===== src/rtl/clk_div_mon_pkg.sv =====
// clk_div_mon_pkg: FSM state type and default counter width shared by clk_div_monitor
package clk_div_mon_pkg;
  localparam int CNT_W_DEF = 16;
  typedef enum logic [1:0] {IDLE, ACQ, MEAS, LOCK} state_e;
endpackage


===== src/rtl/edge_sync.sv =====
// edge_sync: 2-FF synchronizer plus previous-value flop producing rise/fall strobes
module edge_sync (
  input  logic clk,
  input  logic reset,
  input  logic d_i,
  output logic s_o,
  output logic rise_o,
  output logic fall_o
);
  logic [2:0] sh_q;
  // two metastability stages followed by a history stage for edge detection
  always_ff @(posedge clk or posedge reset)
    if (reset) sh_q <= '0;
    else sh_q <= {sh_q[1:0], d_i};
  assign s_o = sh_q[1];
  assign rise_o = sh_q[1] & ~sh_q[2];
  assign fall_o = ~sh_q[1] & sh_q[2];
endmodule


===== src/rtl/clk_div_monitor.sv =====
// clk_div_monitor: measures a divided clock's period/high time and tracks lock to EXP_DIV; define CLK_DIV_MON_DUTY_CHECK_EN to also match duty
module clk_div_monitor
  import clk_div_mon_pkg::*;
#(
  parameter int CNT_W    = CNT_W_DEF,
  parameter int EXP_DIV  = 4,
  parameter int TOL      = 0,
  parameter int LOCK_CNT = 4
) (
  input  logic             clk,
  input  logic             reset,
  input  logic             enable,
  input  logic             div_clk_in,
  input  logic             err_clr,
  output logic [CNT_W-1:0] period,
  output logic [CNT_W-1:0] high_time,
  output logic             period_valid,
  output logic             locked,
  output logic             err,
  output logic             timeout
);
  localparam int MW = $clog2(LOCK_CNT + 1);
  localparam logic [CNT_W-1:0] MAX = '1;
  localparam logic [CNT_W-1:0] MAXM1 = MAX - 1'b1;
  localparam logic [CNT_W:0] EXP_W = (CNT_W+1)'(EXP_DIV);
  localparam logic [CNT_W:0] HALF_W = (CNT_W+1)'(EXP_DIV / 2);
  localparam logic [CNT_W:0] TOL_W = (CNT_W+1)'(TOL);
  localparam logic [MW-1:0] LOCK_W = MW'(LOCK_CNT);
  state_e st_q, st_d;
  logic [CNT_W-1:0] pcnt_q, pcnt_d, period_q, period_d;
  logic [MW-1:0] mcnt_q, mcnt_d, mcnt_inc;
  logic locked_q, locked_d, err_q, err_d, pv_q, pv_d, to_q, to_d, err_set;
  logic s, rise, fall, active, to_hit, duty_ok, match;
  logic [CNT_W:0] pm, pd;
  edge_sync u_sync (
    .clk    (clk),
    .reset  (reset),
    .d_i    (div_clk_in),
    .s_o    (s),
    .rise_o (rise),
    .fall_o (fall)
  );
  assign active = enable && st_q != IDLE;
  assign to_hit = pcnt_q == MAXM1 && !rise;
  assign pm = {1'b0, pcnt_q} + 1'b1;
  assign pd = pm > EXP_W ? pm - EXP_W : EXP_W - pm;
  assign match = pd <= TOL_W && duty_ok;
  assign mcnt_inc = mcnt_q + 1'b1;
  assign pcnt_d = (!active || rise) ? '0 : (pcnt_q == MAX) ? MAX : pcnt_q + 1'b1;
  assign err_d = err_set | (err_q & ~err_clr);
`ifdef CLK_DIV_MON_DUTY_CHECK_EN
  logic [CNT_W-1:0] hcnt_q, ht_q;
  logic [CNT_W:0] hd;
  // high-phase counter restarts on each rise; completed high phases are captured on fall
  always_ff @(posedge clk or posedge reset)
    if (reset) begin
      hcnt_q <= '0;
      ht_q <= '0;
    end else begin
      hcnt_q <= rise ? '0 : (s && hcnt_q != MAX) ? hcnt_q + 1'b1 : hcnt_q;
      if (active && fall) ht_q <= hcnt_q + 1'b1;
    end
  assign hd = {1'b0, ht_q} > HALF_W ? {1'b0, ht_q} - HALF_W : HALF_W - {1'b0, ht_q};
  assign duty_ok = hd <= TOL_W;
  assign high_time = ht_q;
`else
  logic unused_sync;
  assign unused_sync = &{1'b0, s, fall};
  assign duty_ok = 1'b1;
  assign high_time = '0;
`endif
  // lock tracker: acquire discards the partial first period, measure counts matches, lock watches for slips
  always_comb begin
    st_d = st_q;
    mcnt_d = mcnt_q;
    locked_d = locked_q;
    period_d = period_q;
    pv_d = 1'b0;
    to_d = 1'b0;
    err_set = 1'b0;
    if (!enable) begin
      st_d = IDLE;
      locked_d = 1'b0;
    end else if (st_q == IDLE) begin
      st_d = ACQ;
    end else if (to_hit) begin
      st_d = ACQ;
      locked_d = 1'b0;
      to_d = 1'b1;
      err_set = st_q == LOCK;
    end else if (rise) begin
      if (st_q == ACQ) begin
        st_d = MEAS;
        mcnt_d = '0;
      end else begin
        pv_d = 1'b1;
        period_d = pm[CNT_W-1:0];
        if (!match) begin
          mcnt_d = '0;
          if (st_q == LOCK) begin
            err_set = 1'b1;
            locked_d = 1'b0;
            st_d = MEAS;
          end
        end else if (st_q == MEAS) begin
          mcnt_d = mcnt_inc;
          if (mcnt_inc == LOCK_W) begin
            st_d = LOCK;
            locked_d = 1'b1;
          end
        end
      end
    end
  end
  // state, counters and registered outputs
  always_ff @(posedge clk or posedge reset)
    if (reset) begin
      st_q <= IDLE;
      pcnt_q <= '0;
      period_q <= '0;
      mcnt_q <= '0;
      locked_q <= 1'b0;
      err_q <= 1'b0;
      pv_q <= 1'b0;
      to_q <= 1'b0;
    end else begin
      st_q <= st_d;
      pcnt_q <= pcnt_d;
      period_q <= period_d;
      mcnt_q <= mcnt_d;
      locked_q <= locked_d;
      err_q <= err_d;
      pv_q <= pv_d;
      to_q <= to_d;
    end
  assign period = period_q;
  assign period_valid = pv_q;
  assign locked = locked_q;
  assign err = err_q;
  assign timeout = to_q;
endmodule


===== config.mk =====
export PLATFORM = sky130hd
export DESIGN_NAME = clk_div_monitor
export DESIGN_NICKNAME = d
export VERILOG_FILES = /design/src/rtl/clk_div_mon_pkg.sv /design/src/rtl/edge_sync.sv /design/src/rtl/clk_div_monitor.sv
export SDC_FILE = /design/constraint.sdc
export NUM_CORES = 1
export LEC_CHECK = 0
export ABC_AREA = 0
export CAP_MARGIN = 20
export CORE_MARGIN = 2
export CORE_UTILIZATION = 59
export DETAILED_ROUTE_END_ITERATION = 16
export PLACE_DENSITY = 0.85
export SLEW_MARGIN = 20
export SYNTH_ARGS = -nofsm -noshare
export SYNTH_HDL_FRONTEND = slang
export SYNTH_SLANG_ARGS = --single-unit

===== constraint.sdc =====
create_clock -name clk -period 6.35 [get_ports clk]
set_input_delay 1.905 -clock clk [delete_from_list [all_inputs] [get_ports clk]]
set_output_delay 1.905 -clock clk [all_outputs]
set_load 0.01 [all_outputs]

==> qor.yml <==
outcome:
  status: "complete, no violations"
timing:
  slew_viol_final: 0
  setup_viol: 0
  finalHoldViolCount: 0
  rsz0062_at_grt: "false"
  period_share_pct: 58.3
  fin_crit_ns: 3.70
  fin_setup_tns_ns: 0
  setup_slack_ns: 2.65
  maxSlewHeadroom_pct: 48.5
  hold_ws_ns: 0.354
  worst_pin_slew_ns: 0.771
  clock_skew_ns: 0.00823
  fmax_ghz: 0.270
floorplanning:
  core_mm2: 0.00475
  die-area_mm2: 0.00551
  initial_core_util_pct: 61.2
  die_w_um: 74.3
  floorplan.rows: 25
  dieHeight_um: 74.3
  io-pin-count: 41
clocking:
  cts_root_buf: "clkbuf_8"
  cts.clk_slew.worst_paths_ns: 0.08
  clockBufferDepth: 2
  cts_made_buffers: 5
  clk_latency_ns: 0.30
  cts_hold_buf: 0
  cts.sinks: 44
  post_cts_resized: 0
  cts_tree: "built"
  htreeDepth: 2
  postCtsSetupBuffers: 0
finish:
  n_antenna_cell: 0
  n_fill_cell: 375
  drive_above_1_share_pct: 6.76
  fin_area_mm2: 0.00324
  post-route-util_pct: 68.2
  layout.cells.non_filler: 407
  area_growth_syn_to_layout_pct: 11.3
  fin_nets: 356
grt:
  overflow: 0
  grt_pass1_wl_um: 10200
  grt_max_degree: 45
  grt_pass1_vias: 2117
  antenna_found_initial: 0
  grtUsageTotal_pct: 24.5
critical_path:
  r2r_start: "pcnt_q[0]$_DFF_PP0_"
  r2r-end: "locked$_DFFE_PP0P_"
  arrival_ns: 3.94
  crit_path_end_kind: "register"
  crit_type: "register to register"
  reg2reg_depth: 10
  r2r_setup_slack_ns: 2.65
  worstPathRequired_ns: 6.59
  startpoint: "pcnt_q[0]$_DFF_PP0_"
  crit_path_end: "locked$_DFFE_PP0P_"
  crit_fanout: 11
  critical_path.cell_chain: "ha_1 -> nand4_2 -> or4_1 -> a22oi_2 -> nand4_1 -> xnor2_1 -> a311oi_4 -> a21oi_2 -> a2111oi_2 -> o221a_1"
  start_kind: "register"
  crit_path_top_delay_cell: "or4_1"
  critical_path.max_stage_delay_ns: 0.63
power:
  p_clk_share_pct: 45.8
  p_int_mw: 0.504
  pwr-share-seq_pct: 45.7
  switching_share_pct: 21.8
  comb_power_share_pct: 8.6
  peakVddDrop_uv: 139
  power_leakage_nw: 1.34
  power_mw: 0.644
  p_switching_mw: 0.140
  power_density_mw_per_mm2: 199
placed_design:
  hpwl_um: 4450
  dp.cells: 399
  io_buffers: 24
  placed_area_mm2: 0.00308
  dp_slack_ns: 2.41
  place.gp.congestion: 0.961
synthesis:
  ys_warn_count: 0
  syn_area_mm2: 0.00291
  syn_inst: 326
  dominantRegCellSynth: "dfrtp_1"
  ys_ff_latch: 44
  ys_types: 58
  synth-edff-count: 0
  synthArstFlopShare_pct: 100
  avgSynthCellArea_um2: 8.93
  ys_seq_area_share_pct: 37.8
drt:
  via_per_inst: 5.94
  drtAntennaViolNets: 0
  drt_iter0_drc: 257
  wl_per_cell_um: 14.9
  drt_wl_total_um: 6080
  drc: 0
  first_pass_iters: 5
  vias: 2418
flow_run:
  cap_violations: 0
min_path:
  min_path_type: "register to register"
## placed cells by master, fill, tap and decap left out, types with 2 or more instances in the layout
cell type,instances
nand2_1,36
o21ai_0,28
inv_1,10
or2_2,2
clkbuf_8,5
nand3_1,8
nor2_1,16
dfrtp_1,44
nor3_1,10
nand4b_1,2
nor4_1,3
a21oi_1,22
ha_1,12
bufinv_16,3
a31oi_1,6
nand4_1,10
o31ai_1,5
nand2b_1,2
and3_1,6
and2_1,3
xor2_1,10
nor3b_1,2
o22ai_1,3
xnor2_1,13
conb_1,16
clkdlybuf4s50_1,24
o211ai_1,4
nor2b_1,3
## final cells by class
cell class	instances	area, um2	area share, %
clock buffers	5	68.8	2.12
clock inverters	3	90.1	2.78
inverters	11	41.3	1.27
multi-input cells	252	1610	49.6
flip-flops and latches	44	1100	34.0
well taps	67	83.8	2.59
repair buffers	25	248	7.64
## critical path: cells and delay by family (launching register included)
family                     cells  cell delay [ns]
AOI/OAI and AO/OA              5             1.36
xor gates and xnor gates       1             0.21
adders and majority gates      1             0.47
DFF                            1             0.53
and+or+nand+nor                3             1.07
## flip-flops by register name, summed over array words and instances (netlist names)
| name | flops |
|---|---|
| period | 16 |
| pcnt_q | 16 |
| period_valid | 1 |
| timeout | 1 |
| mcnt_q | 3 |
| err | 1 |
| u_sync.sh_q | 3 |
| locked | 1 |
| st_q | 2 |
## synth_stat cells (2+ instances only)
cell       n  area, um2
nor3b_1    2       15.0
o22ai_1    3       18.8
xnor2_1   13        114
a31oi_1    6       37.5
o31ai_1    5       37.5
and3_1     6       37.5
nand4_1   10       62.6
or2_2      2       12.5
o21ai_0   28        140
ha_1      12        150
inv_1     11       41.3
nor4_1     3       18.8
nor2_1    16       60.1
xor2_1    10       87.6
a21oi_1   22        110
nand3_1    8       40.0
nand4b_1   2       17.5
buf_4     22        165
buf_2      6       30.0
and2_1     3       18.8
o211ai_1   4       30.0
nor2b_1    3       18.8
nor3_1    10       50.1
nand2b_1   2       12.5
dfrtp_1   44       1100
nand2_1   36        135
clkbuf_1   6       22.5
## kinds of logic (layout without fill, tap and decap cells)
kind of cell / Yosys count / in the layout / synth area share (%)
adder cells (fa/ha/maj): 12 / 12 / 5.16
XOR/XNOR: 23 / 23 / 6.92
flip-flops: 44 / 44 / 37.8
AO/OA/AOI/OAI: 84 / 84 / 18.8
other: 1 / 16 / 0.129
AND/OR/NAND/NOR: 117 / 117 / 22.3
buffers and inverters: 45 / 44 / 8.90
## worst min path at each step
stage	startpoint	endpoint	slack, ns	cells after the start
after floorplan	u_sync.sh_q[0]$_DFF_PP0_	u_sync.sh_q[1]$_DFF_PP0_	0.33	0
after global placement	u_sync.sh_q[0]$_DFF_PP0_	u_sync.sh_q[1]$_DFF_PP0_	0.33	0
after detailed placement	u_sync.sh_q[0]$_DFF_PP0_	u_sync.sh_q[1]$_DFF_PP0_	0.33	0
after CTS	u_sync.sh_q[0]$_DFF_PP0_	u_sync.sh_q[1]$_DFF_PP0_	0.35	0
after global routing	u_sync.sh_q[0]$_DFF_PP0_	u_sync.sh_q[1]$_DFF_PP0_	0.37	0
final	u_sync.sh_q[0]$_DFF_PP0_	u_sync.sh_q[1]$_DFF_PP0_	0.35	0
## power groups by stage
stage                     Sequential (mW)  Clock, mW  Combinational (mW)
after floorplan                     0.301          0              0.0399
after global placement              0.300          0              0.0527
after detailed placement            0.300          0              0.0543
after CTS                           0.294      0.298              0.0551
after global routing                0.295      0.310              0.0625
final                               0.294      0.295              0.0552
## metal layers
| metal | wire length [um] | track usage [%] | part of all wire [%] | up-vias |
|---|---|---|---|---|
| li1 | - | - | - | 1157 |
| met1 | 2650 | 35.8 | 44 | 1140 |
| met2 | 2830 | 35.7 | 46 | 113 |
| met3 | 527 | 5.96 | 8.7 | 8 |
| met4 | 79 | 8.73 | 1.3 | 0 |
| met5 | 0 | 0 | 0 | - |
(Power assumes the default switching activity.)
